### src/rtl/stored_program_controller.sv
// stored_program_controller: sole sequencer for the stored-program CPU.
// Fetches instructions from memory and steps through MOV, ALU, LDR and STR
// sequences. Memory accesses use a ready handshake with a per-access timeout.
// HALT and ERROR are terminal until reset.
//
// Parameters
//   MEM_TIMEOUT  maximum cycles in a memory-wait state before ERROR (0 = no timeout)
// Inputs
//   clk          sole clock, rising edge
//   rst_n        asynchronous reset, ACTIVE HIGH (1 = reset asserted)
//   opcode       IR[15:13]
//   ALU_op       IR[12:11]
//   mem_ready    memory completed the current read/write this cycle
// Outputs (all registered, Moore)
//   reg_sel      register index select: 00 Rm, 01 Rd, 10 Rn
//   wb_sel       write-back source: 00 mdata, 01 C, 10 sximm8
//   w_en, en_A, en_B, en_C, en_status, sel_A, sel_B   datapath controls
//   load_pc, clear_pc, load_ir, load_addr, addr_sel   PC/IR/address controls
//   mem_cmd      00 none, 01 read, 10 write
//   halted       high in HALT
//   error        high in ERROR
module stored_program_controller #(
  parameter int unsigned MEM_TIMEOUT = 15
) (
  input  logic       clk,
  input  logic       rst_n,
  input  logic [2:0] opcode,
  input  logic [1:0] ALU_op,
  input  logic       mem_ready,
  output logic [1:0] reg_sel,
  output logic [1:0] wb_sel,
  output logic       w_en,
  output logic       en_A,
  output logic       en_B,
  output logic       en_C,
  output logic       en_status,
  output logic       sel_A,
  output logic       sel_B,
  output logic       load_pc,
  output logic       clear_pc,
  output logic       load_ir,
  output logic       load_addr,
  output logic       addr_sel,
  output logic [1:0] mem_cmd,
  output logic       halted,
  output logic       error
);

  localparam int unsigned CNT_W = (MEM_TIMEOUT > 0) ? $clog2(MEM_TIMEOUT + 1) : 1;
  localparam logic [CNT_W-1:0] CntLast = (MEM_TIMEOUT > 0) ? CNT_W'(MEM_TIMEOUT - 1) : '0;
  localparam logic TimeoutOn = (MEM_TIMEOUT > 0);

  // LDR and STR share ADDR_A/ADDR_C/LA behaviour but use separate states so the
  // path is remembered without re-sampling the opcode. Likewise GETB for MOV reg.
  typedef enum logic [4:0] {
    StReset, StIf, StUpd, StDec, StMovImm, StGetA, StGetB, StGetBMov, StAlu,
    StMovReg, StWrite, StLdAddrA, StLdAddrC, StLdLa, StLdMem, StLdWb,
    StStAddrA, StStAddrC, StStLa, StStB, StStC, StStMem, StHalt, StError
  } state_e;

  typedef struct packed {
    logic [1:0] reg_sel;
    logic [1:0] wb_sel;
    logic       w_en;
    logic       en_a;
    logic       en_b;
    logic       en_c;
    logic       en_status;
    logic       sel_a;
    logic       sel_b;
    logic       load_pc;
    logic       clear_pc;
    logic       load_ir;
    logic       load_addr;
    logic       addr_sel;
    logic [1:0] mem_cmd;
    logic       halted;
    logic       error;
  } ctrl_t;

  state_e           state_q, state_d;
  logic [CNT_W-1:0] cnt_q, cnt_d;
  ctrl_t            ctrl_q;

  // Control word for a state. ALU_op is stable from UPD+1, so decoding it on
  // entry to ALU gives the same result as decoding it during ALU.
  function automatic ctrl_t decode(state_e s, logic [1:0] alu_op);
    ctrl_t c;
    c = '0;
    case (s)
      StReset:   begin c.clear_pc = 1'b1; c.load_pc = 1'b1; end
      StIf:      begin c.addr_sel = 1'b1; c.mem_cmd = 2'b01; end
      StUpd:     begin c.load_ir = 1'b1; c.load_pc = 1'b1; end
      StMovImm:  begin c.reg_sel = 2'b01; c.wb_sel = 2'b10; c.w_en = 1'b1; end
      StGetA,
      StLdAddrA,
      StStAddrA: begin c.reg_sel = 2'b10; c.en_a = 1'b1; end
      StGetB,
      StGetBMov: begin c.reg_sel = 2'b00; c.en_b = 1'b1; end
      StAlu: begin
        if (alu_op == 2'b01) c.en_status = 1'b1;
        else                 c.en_c = 1'b1;
      end
      StMovReg,
      StStC:     begin c.sel_a = 1'b1; c.en_c = 1'b1; end
      StWrite:   begin c.reg_sel = 2'b01; c.wb_sel = 2'b01; c.w_en = 1'b1; end
      StLdAddrC,
      StStAddrC: begin c.sel_b = 1'b1; c.en_c = 1'b1; end
      StLdLa,
      StStLa:    c.load_addr = 1'b1;
      StLdMem:   c.mem_cmd = 2'b01;
      StLdWb:    begin c.reg_sel = 2'b01; c.wb_sel = 2'b00; c.w_en = 1'b1; end
      StStB:     begin c.reg_sel = 2'b01; c.en_b = 1'b1; end
      StStMem:   c.mem_cmd = 2'b10;
      StHalt:    c.halted = 1'b1;
      StError:   c.error = 1'b1;
      default:   c = '0;
    endcase
    return c;
  endfunction

  logic is_wait;
  logic timeout_hit;
  state_e wait_exit;

  assign is_wait     = (state_q == StIf) || (state_q == StLdMem) || (state_q == StStMem);
  assign timeout_hit = TimeoutOn && (cnt_q == CntLast);

  always_comb begin
    state_d   = StError;
    cnt_d     = '0;
    wait_exit = StError;
    case (state_q)
      StReset:   state_d = StIf;
      StUpd:     state_d = StDec;
      StDec: begin
        case (opcode)
          3'b110: begin
            if (ALU_op == 2'b10)      state_d = StMovImm;
            else if (ALU_op == 2'b00) state_d = StGetBMov;
            else                      state_d = StError;
          end
          3'b101:  state_d = (ALU_op == 2'b11) ? StGetB : StGetA;
          3'b011:  state_d = (ALU_op == 2'b00) ? StLdAddrA : StError;
          3'b100:  state_d = (ALU_op == 2'b00) ? StStAddrA : StError;
          3'b111:  state_d = StHalt;
          default: state_d = StError;
        endcase
      end
      StMovImm:  state_d = StIf;
      StGetA:    state_d = StGetB;
      StGetB:    state_d = StAlu;
      StGetBMov: state_d = StMovReg;
      StMovReg:  state_d = StWrite;
      StAlu:     state_d = (ALU_op == 2'b01) ? StIf : StWrite;
      StWrite:   state_d = StIf;
      StLdAddrA: state_d = StLdAddrC;
      StLdAddrC: state_d = StLdLa;
      StLdLa:    state_d = StLdMem;
      StLdWb:    state_d = StIf;
      StStAddrA: state_d = StStAddrC;
      StStAddrC: state_d = StStLa;
      StStLa:    state_d = StStB;
      StStB:     state_d = StStC;
      StStC:     state_d = StStMem;
      StHalt:    state_d = StHalt;
      StError:   state_d = StError;
      StIf:      wait_exit = StUpd;
      StLdMem:   wait_exit = StLdWb;
      StStMem:   wait_exit = StIf;
      default:   state_d = StError;
    endcase

    // Common handshake/timeout handling for the three memory-wait states.
    if (is_wait) begin
      if (mem_ready) begin
        state_d = wait_exit;
      end else if (timeout_hit) begin
        state_d = StError;
      end else begin
        state_d = state_q;
        cnt_d   = cnt_q + 1'b1;
      end
    end
  end

  always_ff @(posedge clk or posedge rst_n) begin
    if (rst_n) begin
      state_q <= StReset;
      cnt_q   <= '0;
      ctrl_q  <= decode(StReset, 2'b00);
    end else begin
      state_q <= state_d;
      cnt_q   <= cnt_d;
      ctrl_q  <= decode(state_d, ALU_op);
    end
  end

  assign reg_sel   = ctrl_q.reg_sel;
  assign wb_sel    = ctrl_q.wb_sel;
  assign w_en      = ctrl_q.w_en;
  assign en_A      = ctrl_q.en_a;
  assign en_B      = ctrl_q.en_b;
  assign en_C      = ctrl_q.en_c;
  assign en_status = ctrl_q.en_status;
  assign sel_A     = ctrl_q.sel_a;
  assign sel_B     = ctrl_q.sel_b;
  assign load_pc   = ctrl_q.load_pc;
  assign clear_pc  = ctrl_q.clear_pc;
  assign load_ir   = ctrl_q.load_ir;
  assign load_addr = ctrl_q.load_addr;
  assign addr_sel  = ctrl_q.addr_sel;
  assign mem_cmd   = ctrl_q.mem_cmd;
  assign halted    = ctrl_q.halted;
  assign error     = ctrl_q.error;

endmodule

### config.mk
export PLATFORM = sky130hd
export DESIGN_NAME = stored_program_controller
export DESIGN_NICKNAME = d
export VERILOG_FILES = /design/src/rtl/stored_program_controller.sv
export SDC_FILE = /design/constraint.sdc
export NUM_CORES = 1
export LEC_CHECK = 0
export CORE_MARGIN = 5
export CORE_UTILIZATION = 56
export CTS_BUF_LIST = sky130_fd_sc_hd__clkbuf_16
export DETAILED_ROUTE_END_ITERATION = 10
export PLACE_DENSITY = 0.95
export SLEW_MARGIN = 20
export SYNTH_ARGS = -nofsm -noshare
export SYNTH_HDL_FRONTEND = slang
export SYNTH_SLANG_ARGS = --single-unit
### constraint.sdc
create_clock -name clk -period 4.9 [get_ports clk]
set_clock_uncertainty 0.05 [all_clocks]
set_input_delay 0.98 -clock clk [delete_from_list [all_inputs] [get_ports clk]]
set_output_delay 0.98 -clock clk [all_outputs]
set_load 0.02 [all_outputs]
==> run_results.csv <==
group,metric,value,unit
power_and_ir_drop,power_density,659,mW/mm2
finish,syn2layout_area_growth,26.7,%
logic_synthesis,yosysSeqAreaShare,45.6,%
logic_synthesis,synth.distinct_cells,58,
power_and_ir_drop,finalPower,1.33,mW
logic_synthesis,synth_common_cells,"27 x dfrtp_1, 21 x nor2_1, 13 x nand2_1",
detailed_routing,vias_per_cell,6.44,
global_route,grt-ovfl-total,0,
worst_setup_path,critPathKind,"in2reg",
worst_setup_path,setup.worst_path.end_class,"flip-flop",
clocking,clk-insertion-delay-late,0.28,ns
status,status,"finished, final reports clean",
detailed_routing,wl,3980,um
logic_synthesis,avgSynthCellArea,9.56,um2
global_route,grt_pass1_vias,1390,
logic_synthesis,yosysMostFrequentCell,"dfrtp_1",
floorplan,fp.dieW,63.4,um
timing,relSlewSlack,61.4,%
clocking,clockRootBuffer,"clkbuf_16",
finish,stdcell_area,0.00202,mm2
global_route,track_usage,21.3,%
worst_setup_path,worstSetupStartpointType,"primary input",
logic_synthesis,ys.flop_type,"dfrtp_1",
clocking,clk_pin_slew,0.05,ns
clocking,hold_buffers,0,
floorplan,core-area,0.00273,mm2
logic_synthesis,synth_top_area_cell,"dfrtp_1",
logic_synthesis,yosys-top-cells-area,"dfrtp_1 42%, nor2_1 4.9%, dfstp_2 3.3%",
detailed_routing,drtIter0Drc,92,
flow_run,maxCapViolCount,0,
detailed_routing,antenna_left,0,
detailed_routing,drc,0,
logic_synthesis,synthesis.nets,177,
timing,final_max_slew_viol_count,0,
worst_setup_path,crit_path_cell_trace,"clkdlybuf4s50_1, nor2b_1, a2bb2oi_1, or4b_1, a211o_1, nand2_2, o22ai_2, a21bo_1",
timing,hold_viol,0,
clocking,post-cts-setup-buffers,0,
floorplan,row_count,19,
logic_synthesis,synth.cell_area,0.00160,mm2
detailed_routing,wire_per_inst,17.6,um
global_route,antenna_found_initial,0,
worst_setup_path,crit_fanout,8,
timing,clock.fmax,0.327,GHz
timing,tns,0,ns
place,dp.cells,218,
clocking,cts_buffer_depth,2,
place,port_buffers,27,
timing,final_critical_path_setup_slack,1.84,ns
floorplan,die_area,0.00402,mm2
worst_setup_path,critPathRequiredTime,5.01,ns
logic_synthesis,synth_top_area_share,42.3,%
place,dp_hpwl,2720,um
finish,diodes,0,
global_route,grt_max_degree,30,
detailed_routing,firstDrtPassIters,4,
logic_synthesis,synthCells,167,
clocking,cts_resized,0,
finish,drive_gt1_share,11.3,%
timing,whs,0.434,ns
timing,worst_pin_slew,0.578,ns
power_and_ir_drop,peakVddDrop,0.548,mV
power_and_ir_drop,power_leakage,0.914,nW
floorplan,start_util,58.4,%
finish,fillers,181,
timing,finalCritPeriodShare,62.5,%
place,dpl-instance-area,0.00186,mm2
floorplan,ios,28,
place,gp_congestion,0.884,
worst_setup_path,worstPathArrival,3.17,ns
timing,setup_viol,0,
finish,finalCoreUtilization,74.0,%
place,preCtsSetupSlack,1.59,ns
logic_synthesis,synth_seq_cells,29,
timing,rsz0062_at_grt,"false",
finish,stdcell_count,226,
clocking,cts_tree,"done",
clocking,cts_sinks,29,
logic_synthesis,synth_edf_count,0,
hold_path,hp-class,"reg2reg",
logic_synthesis,yosysWarnings,0,
clocking,htreeDepth,2,
finish,nNetsFinal,204,
clocking,cts_buffers,5,
timing,period_minus_slack,3.06,ns
detailed_routing,dr_total_vias,1455,
global_route,grt_pass1_wl,6770,um
worst_setup_path,cp_slowest_cell,"clkdlybuf4s50_1",
logic_synthesis,async_flop_share,100,%
worst_setup_path,critPathMaxStageDelay,0.56,ns
floorplan,fp.dieH,63.4,um
[area by class of cell]
cell class	count	area (um2)	area share, %
inverter	12	45.0	2.23
timing repair buffer	27	270	13.4
clock inverter	3	37.5	1.86
tap	31	38.8	1.92
multi-input combinational	119	778	38.5
sequential	29	728	36.0
clock buffer	5	125	6.18
[flip-flops by register name, indices dropped and copies added, names as in the netlist, 2 cells and up]
signal,flops
cnt_q,4
mem_cmd,2
reg_sel,2
state_q,5
wb_sel,2
[power by group]
part           switching (mW)  internal, mW
logic                   0.367         0.244
clock network           0.100         0.235
registers              0.0849         0.301
total                   0.552         0.781
[critical path, delay by kind of cell]
family | cells | cell delay [ns]
and+or+nand+nor | 3 | 0.87
AOI/OAI and AO/OA | 4 | 0.77
buffers and inverters | 1 | 0.56
[cells by family after synthesis]
| group | count (synthesis) | share of synthesized area (%) |
|---|---|---|
| adder cells (fa/ha/maj) | 2 | 1.57 |
| AND/OR/NAND/NOR | 73 | 24.2 |
| multiplexers | 1 | 0.627 |
| buffers and inverters | 19 | 5.64 |
| other | 1 | 0.235 |
| flip-flops | 29 | 45.6 |
| XOR/XNOR | 4 | 2.19 |
| AO/OA/AOI/OAI | 38 | 19.9 |
[layout by cell type, fill, tap and decap left out, types with 2 or more instances in the layout]
| cell type | netlist | final |
|---|---|---|
| a21bo_1 | 2 | 2 |
| a21oi_1 | 7 | 7 |
| and3_1 | 2 | 2 |
| and4_1 | 3 | 3 |
| clkbuf_16 | 0 | 5 |
| clkdlybuf4s50_1 | 0 | 27 |
| dfrtp_1 | 27 | 27 |
| dfstp_2 | 2 | 2 |
| ha_1 | 2 | 2 |
| inv_1 | 10 | 10 |
| inv_2 | 2 | 3 |
| nand2_1 | 13 | 13 |
| nand2b_1 | 4 | 4 |
| nand3_1 | 4 | 4 |
| nand4_1 | 5 | 5 |
| nor2_1 | 21 | 21 |
| nor2b_1 | 3 | 3 |
| nor3_1 | 6 | 6 |
| o21ai_0 | 4 | 4 |
| o22ai_1 | 2 | 2 |
| o22ai_2 | 2 | 2 |
| o31ai_1 | 2 | 2 |
| xnor2_1 | 3 | 3 |
[per-layer routing]
layer | vias up | GRT usage [%] | share of wire (%)
met2 | 87 | 36.4 | 50
met1 | 702 | 24.9 | 38
li1 | 658 | - | -
met3 | 8 | 5.51 | 8.9
met5 | - | 0 | 0
met4 | 0 | 9.35 | 2.4
[path summary, 6_finish.rpt]
check,startpoint,to,slack [ns],depth (start not counted)
worst max-delay path,opcode[2],reg_sel[1],1.84,8
worst min-delay path,cnt_q[0],cnt_q[0],0.43,1
worst max register to register,state_q[0],reg_sel[1],2.44,8
worst min register to register,cnt_q[0],cnt_q[0],0.43,1
max in group asynchronous,rst_n,cnt_q[2],3.38,2
min in group asynchronous,rst_n,sel_B,1.04,2
(Power assumes the default switching activity.)
